File: config.mk
export PLATFORM = sky130hd
export DESIGN_NAME = bluetooth_uart_sender
export DESIGN_NICKNAME = d
export VERILOG_FILES = /design/src/rtl/bluetooth_uart_sender.sv
export SDC_FILE = /design/constraint.sdc
export NUM_CORES = 1
export LEC_CHECK = 0
export CORE_AREA = 2 2 121 123
export DETAILED_ROUTE_END_ITERATION = 10
export DIE_AREA = 0 0 123 125
export PLACE_DENSITY_LB_ADDON = 0.1
export REMOVE_ABC_BUFFERS = 1
export SLEW_MARGIN = 20
export SYNTH_ARGS = -nofsm -noshare
export SYNTH_HDL_FRONTEND = slang
export SYNTH_SLANG_ARGS = --single-unit
export TNS_END_PERCENT = 100
File: constraint.sdc
create_clock -name clk -period 2.23 [get_ports clk]
set_input_delay 0.669 -clock clk [delete_from_list [all_inputs] [get_ports clk]]
set_output_delay 0.669 -clock clk [all_outputs]
set_load 0.02 [all_outputs]
File: src/rtl/bluetooth_uart_sender.sv
// UART sender for the BLE module: serialises a latched 16-byte ASCII command
// as 8N1 frames, byte 0 first, with an optional CR LF terminator.
module bluetooth_uart_sender #(
  parameter int unsigned CLKS_PER_BIT   = 868,
  parameter int unsigned NUM_BYTES      = 16,
  parameter bit          APPEND_NEWLINE = 1'b1,
  parameter bit          SKIP_NUL       = 1'b0
) (
  input  logic         clk,
  input  logic         reset,
  input  logic         start,
  input  logic [127:0] input_data,
  output logic         tx,
  output logic         busy,
  output logic         done
);

  localparam int unsigned CntW = (CLKS_PER_BIT > 1) ? $clog2(CLKS_PER_BIT) : 1;
  localparam logic [CntW-1:0] BaudLast = CntW'(CLKS_PER_BIT - 1);
  // Byte index spans payload plus CR and LF (max 18), so 5 bits suffice.
  localparam int unsigned IdxW = 5;

  typedef enum logic [2:0] {
    StIdle,
    StStartBit,
    StDataBits,
    StStopBit,
    StNextByte,
    StDone
  } state_t;

  state_t            state;
  logic [CntW-1:0]   baud;
  logic [2:0]        bit_idx;
  logic [IdxW-1:0]   byte_idx;
  logic [127:0]      shadow;
  logic [7:0]        shift;

  logic              baud_end;
  logic              advance;
  logic [31:0]       idx_ext;
  logic              sel_found;
  logic [IdxW-1:0]   sel_idx;
  logic [7:0]        sel_byte;

  assign baud_end = (baud == BaudLast);
  // Byte selection happens on NEXT_BYTE entry and directly at the end of each
  // stop bit, so consecutive frames run back to back without an idle bit.
  assign advance  = (state == StNextByte) || ((state == StStopBit) && baud_end);
  assign idx_ext  = 32'(byte_idx);

  // Find the lowest eligible byte position at or above byte_idx.
  always_comb begin
    sel_found = 1'b0;
    sel_idx   = '0;
    sel_byte  = 8'h00;
    if (APPEND_NEWLINE) begin
      if (idx_ext <= NUM_BYTES + 1) begin
        sel_found = 1'b1;
        sel_idx   = IdxW'(NUM_BYTES + 1);
        sel_byte  = 8'h0A;
      end
      if (idx_ext <= NUM_BYTES) begin
        sel_found = 1'b1;
        sel_idx   = IdxW'(NUM_BYTES);
        sel_byte  = 8'h0D;
      end
    end
    // Descending scan so the lowest qualifying payload position wins.
    for (int i = int'(NUM_BYTES) - 1; i >= 0; i--) begin
      if ((idx_ext <= 32'(i)) && !(SKIP_NUL && (shadow[8*i +: 8] == 8'h00))) begin
        sel_found = 1'b1;
        sel_idx   = IdxW'(i);
        sel_byte  = shadow[8*i +: 8];
      end
    end
  end

  // Main FSM with registered tx/busy/done.
  always_ff @(posedge clk) begin
    if (reset) begin
      state    <= StIdle;
      baud     <= '0;
      bit_idx  <= '0;
      byte_idx <= '0;
      shadow   <= '0;
      shift    <= '0;
      tx       <= 1'b1;
      busy     <= 1'b0;
      done     <= 1'b0;
    end else if (advance) begin
      baud    <= '0;
      bit_idx <= '0;
      if (sel_found) begin
        tx       <= 1'b0;
        shift    <= sel_byte;
        byte_idx <= sel_idx + IdxW'(1);
        state    <= StStartBit;
      end else begin
        tx    <= 1'b1;
        busy  <= 1'b0;
        done  <= 1'b1;
        state <= StDone;
      end
    end else begin
      case (state)
        StIdle: begin
          tx   <= 1'b1;
          done <= 1'b0;
          if (start) begin
            shadow   <= input_data;
            byte_idx <= '0;
            busy     <= 1'b1;
            state    <= StNextByte;
          end
        end
        StStartBit: begin
          if (baud_end) begin
            baud    <= '0;
            bit_idx <= '0;
            tx      <= shift[0];
            state   <= StDataBits;
          end else begin
            baud <= baud + 1'b1;
          end
        end
        StDataBits: begin
          if (baud_end) begin
            baud <= '0;
            if (bit_idx == 3'd7) begin
              tx    <= 1'b1;
              state <= StStopBit;
            end else begin
              bit_idx <= bit_idx + 1'b1;
              tx      <= shift[1];
              shift   <= {1'b0, shift[7:1]};
            end
          end else begin
            baud <= baud + 1'b1;
          end
        end
        StStopBit: begin
          baud <= baud + 1'b1;
        end
        StDone: begin
          done  <= 1'b0;
          state <= StIdle;
        end
        default: begin
          state <= StIdle;
        end
      endcase
    end
  end

endmodule

==> flow_results.org <==
** Yosys
- The synthesized netlist contains 63 unique library cells.
- Synthesized area per cell :: 7.63 um2
- The share of the Yosys chip area taken by registers is 43.5%.
- The cell count after synthesis came out at 966.
- The cell area that synthesis handed to floorplanning was 7370 um2.
- For this run, the leading register cell type out of synthesis is dfxtp_1.
- Share of flip-flops with an asynchronous set or reset :: 0%
- In this run, synthesis inferred 0 flip-flops with an integrated enable.
- The Yosys step of the flow raised 0 warnings.
- The synthesized design contains 160 register bits.

** Min path
- The startpoint identified for the worst hold timing path is shadow[123].
- The min-delay analysis places its worst path in the category reg2reg.
- Hold Path Cell Cnt :: 2
- Worst Hold Endpoint :: shadow[123]

** Floorplan
- Floorplan row count :: 44
- Die W :: 123 um
- Die area :: 15,400 um2
- 134 I/O pins were placed.
- Chip height :: 125 um
- The region available for standard cell placement spans 14,200 um2.
- Starting density of the core :: 51.9%

** Timing
- The worst path meets setup with 118 ps of slack.
- Setup violations remaining at the end of the flow were counted as 0.
- Pin slew with the least headroom to its limit :: 571 ps
- In this run the tightest slew margin relative to its limit is 62.0%.
- Setup repair after global routing missed its margin :: false
- Total negative setup slack :: 0 ps
- Portion of the clock cycle consumed by the worst path in the final layout :: 94.7%
- Timing would allow up to 473 MHz.
- For the final database, setup skew stands at 11.1 ps.
- Final min period :: 2110 ps
- The count of pins over their slew limit was 0.
- Hold Violations, Final :: 0

** Layout
- Leaving out filler cells and counting taps, the final layout contains 1,278.
- Leading cell types in the layout, fill and taps excluded :: nand2_1 (288), a21oi_1 (171), dfxtp_1 (159)
- Antenna diodes :: 0
- The finished cells cover 9630 um2.
- Final net count :: 1,217
- The library cell used most frequently in the layout, excluding fill and tap cells, is nand2_1.
- Area added between synthesis and finish :: 30.7%
- Of the cells placed in the final design, the portion with a size suffix greater than 1 is 9.41%.
- Cells fill 67.8% of the core in the end.

** Placed design
- Routability congestion estimate from global placement :: 0.840
- Counting tap cells, the placed design contains a total of 1,247 instances.
- The placed instances occupy a cell area of 9040 um2.
- Number of port buffers :: 133
- Post-place setup slack :: 130 ps
- Summed over all nets, the half-perimeter wirelength after detailed placement is 13,700 um.

** Critical path
- Crit end category :: flop
- The critical path in this run is classified as reg2reg.
- R2R Path Start :: baud[3]
- Critical Path Start :: baud[3]
- Largest driver fanout on the critical path :: 7
- Worst reg2reg path depth :: 5
- STA classifies the critical path startpoint as a flop.
- For the worst setup path, the data required time is 2520 ps.
- Terminus of the critical flop-to-flop path :: shift[2]
- Setup slack of the worst register-to-register path :: 120 ps
- Data arrival time of the critical path :: 2400 ps

** Routing
- Iteration-0 DRC Markers :: 590
- Dividing the detail-routed wire length by the instance count gives 15.7 um.
- After detailed routing, the number of remaining DRC violations is 0.
- Once detail routing completed, the nets flagged for antenna violations numbered 0.
- Using the TritonRoute via totals, the vias-per-cell ratio works out to 5.62.
- Length of the first detailed-routing pass in iterations :: 5
- After detailed routing, the total wire length is 20,000 um.
- Routed via count :: 7,182

** Clock tree
- CTS HTree Levels :: 4
- The tree built by TritonCTS fans out to 160 sinks.
- Clock latency on the worst-skew pair, taken at its later pin, is 430 ps.
- Clock Path Buffers :: 2
- Once the clock tree was built, the resizer swapped 0 gates to a different size.
- The number of hold buffers added after CTS was 0.
- TritonCTS built the clock tree.
- Clock-pin slew was measured on the worst setup and hold paths at 60 ps.
- Root cell of the clock tree :: clkbuf_16
- Buffers inserted during clock tree synthesis total 17.
- The number of setup buffers added after CTS is 0.

** Pwr
- The worst-case IR drop observed on VDD is 0.545 mV.
- The analysis attributes to cell leakage a power of 0.00353 uW.
- Pwr Density :: 771 nW/um2

** Global routing
- The initial antenna violation count came to 0.
- Maximum number of pins on one net before global-route repair :: 94
- The number of global-route vias before repair came to 6,608.
- Global-route usage over all layers :: 26.5%
- The first global-routing pass estimated 32,500 um of wire.
- For this run the aggregate overflow at the end of global routing stands at 0.

** Outcome
- The run finished with clean final reports.

** Run
- Across the run, the number of max-cap violations was 0.
## cell usage after synthesis (all sizes together), types with 5 or more instances
| master | number | share of area [%] |
|---|---|---|
| xor2 | 8 | 0.95 |
| a31oi | 13 | 1.1 |
| mux4 | 5 | 1.5 |
| inv | 7 | 0.36 |
| and3 | 7 | 0.59 |
| nand4 | 8 | 0.68 |
| mux2 | 5 | 0.76 |
| nand2 | 289 | 15 |
| dfxtp | 160 | 43 |
| o32ai | 7 | 0.83 |
| o21a | 5 | 0.51 |
| nand3 | 9 | 0.61 |
| o22ai | 7 | 0.59 |
| buf | 35 | 2.4 |
| nor2 | 41 | 2.1 |
| a21oi | 171 | 12 |
| a22oi | 5 | 0.51 |
| o21ai | 25 | 1.7 |
| nor2b | 9 | 0.76 |
| or3 | 5 | 0.49 |
| mux2i | 11 | 1.5 |
| clkbuf | 44 | 2.2 |
| o31ai | 6 | 0.61 |
| nor3 | 18 | 1.5 |
## cell type report
| type | instances | area, um2 |
|---|---|---|
| inverters | 7 | 26.3 |
| clock inverters | 9 | 109 |
| clock buffers | 22 | 474 |
| multi-input cells | 720 | 3810 |
| repair buffers | 176 | 1780 |
| well taps | 184 | 230 |
| flip-flops and latches | 160 | 3200 |
| fillers | 1246 | 4570 |
## worst max-delay path by stage
stage | end | slack, ps | cells past startpoint
2_1_floorplan | byte_idx[1] | -1470 | 5
3_3_place_gp | shadow[81] | 130 | 5
3_5_place_dp | shadow[99] | 130 | 5
4_1_cts | bit_idx[0] | 160 | 5
5_1_grt | shift[4] | 8 | 5
6_report | shift[2] | 120 | 5
## logic make-up after synthesis
logic type               Yosys count  synth area share, %
AND/OR/NAND/NOR                  408                 23.7
AO/OA/AOI/OAI                    275                 21.9
flip-flops                       160                 43.5
buffers and inverters             86                 5.03
multiplexers                      21                 3.79
XOR/XNOR                          11                 1.31
adder cells (fa/ha/maj)            5                0.832
## stage by stage
| step | hold WS [ps] | power (uW) |
|---|---|---|
| after floorplan | 425 | 3920 |
| after global placement | 438 | 4550 |
| after detailed placement | 443 | 4570 |
| after CTS | 451 | 7440 |
| after global routing | 469 | 7740 |
| final | 450 | 7430 |
## flip-flops by register name (all words and copies together), names as in the netlist
name	cells
shadow	128
baud	10
shift	8
byte_idx	5
bit_idx	3
state	3
busy	1
done	1
tx	1
## layer usage
metal / GRT usage, % / routed length, um
met3: 5.79 / 1210
met1: 37.5 / 9350
met5: 0 / 0
met4: 6.55 / 277
met2: 41.4 / 9170
## power by group
part / internal (uW) / total (uW) / leakage (uW) / switching (uW)
Combinational: 608 / 1310 / 0.00194 / 701
Clock: 1730 / 2910 / 0.000274 / 1180
Sequential: 3080 / 3210 / 0.00131 / 133
## critical path: stages (launching register included)
cell and delay, ps:
dfxtp_1 350, or3_4 420, a2111oi_2 480, o22ai_1 320, a22oi_1 290, o32ai_1 120
Power figures use the tool's default switching activity.
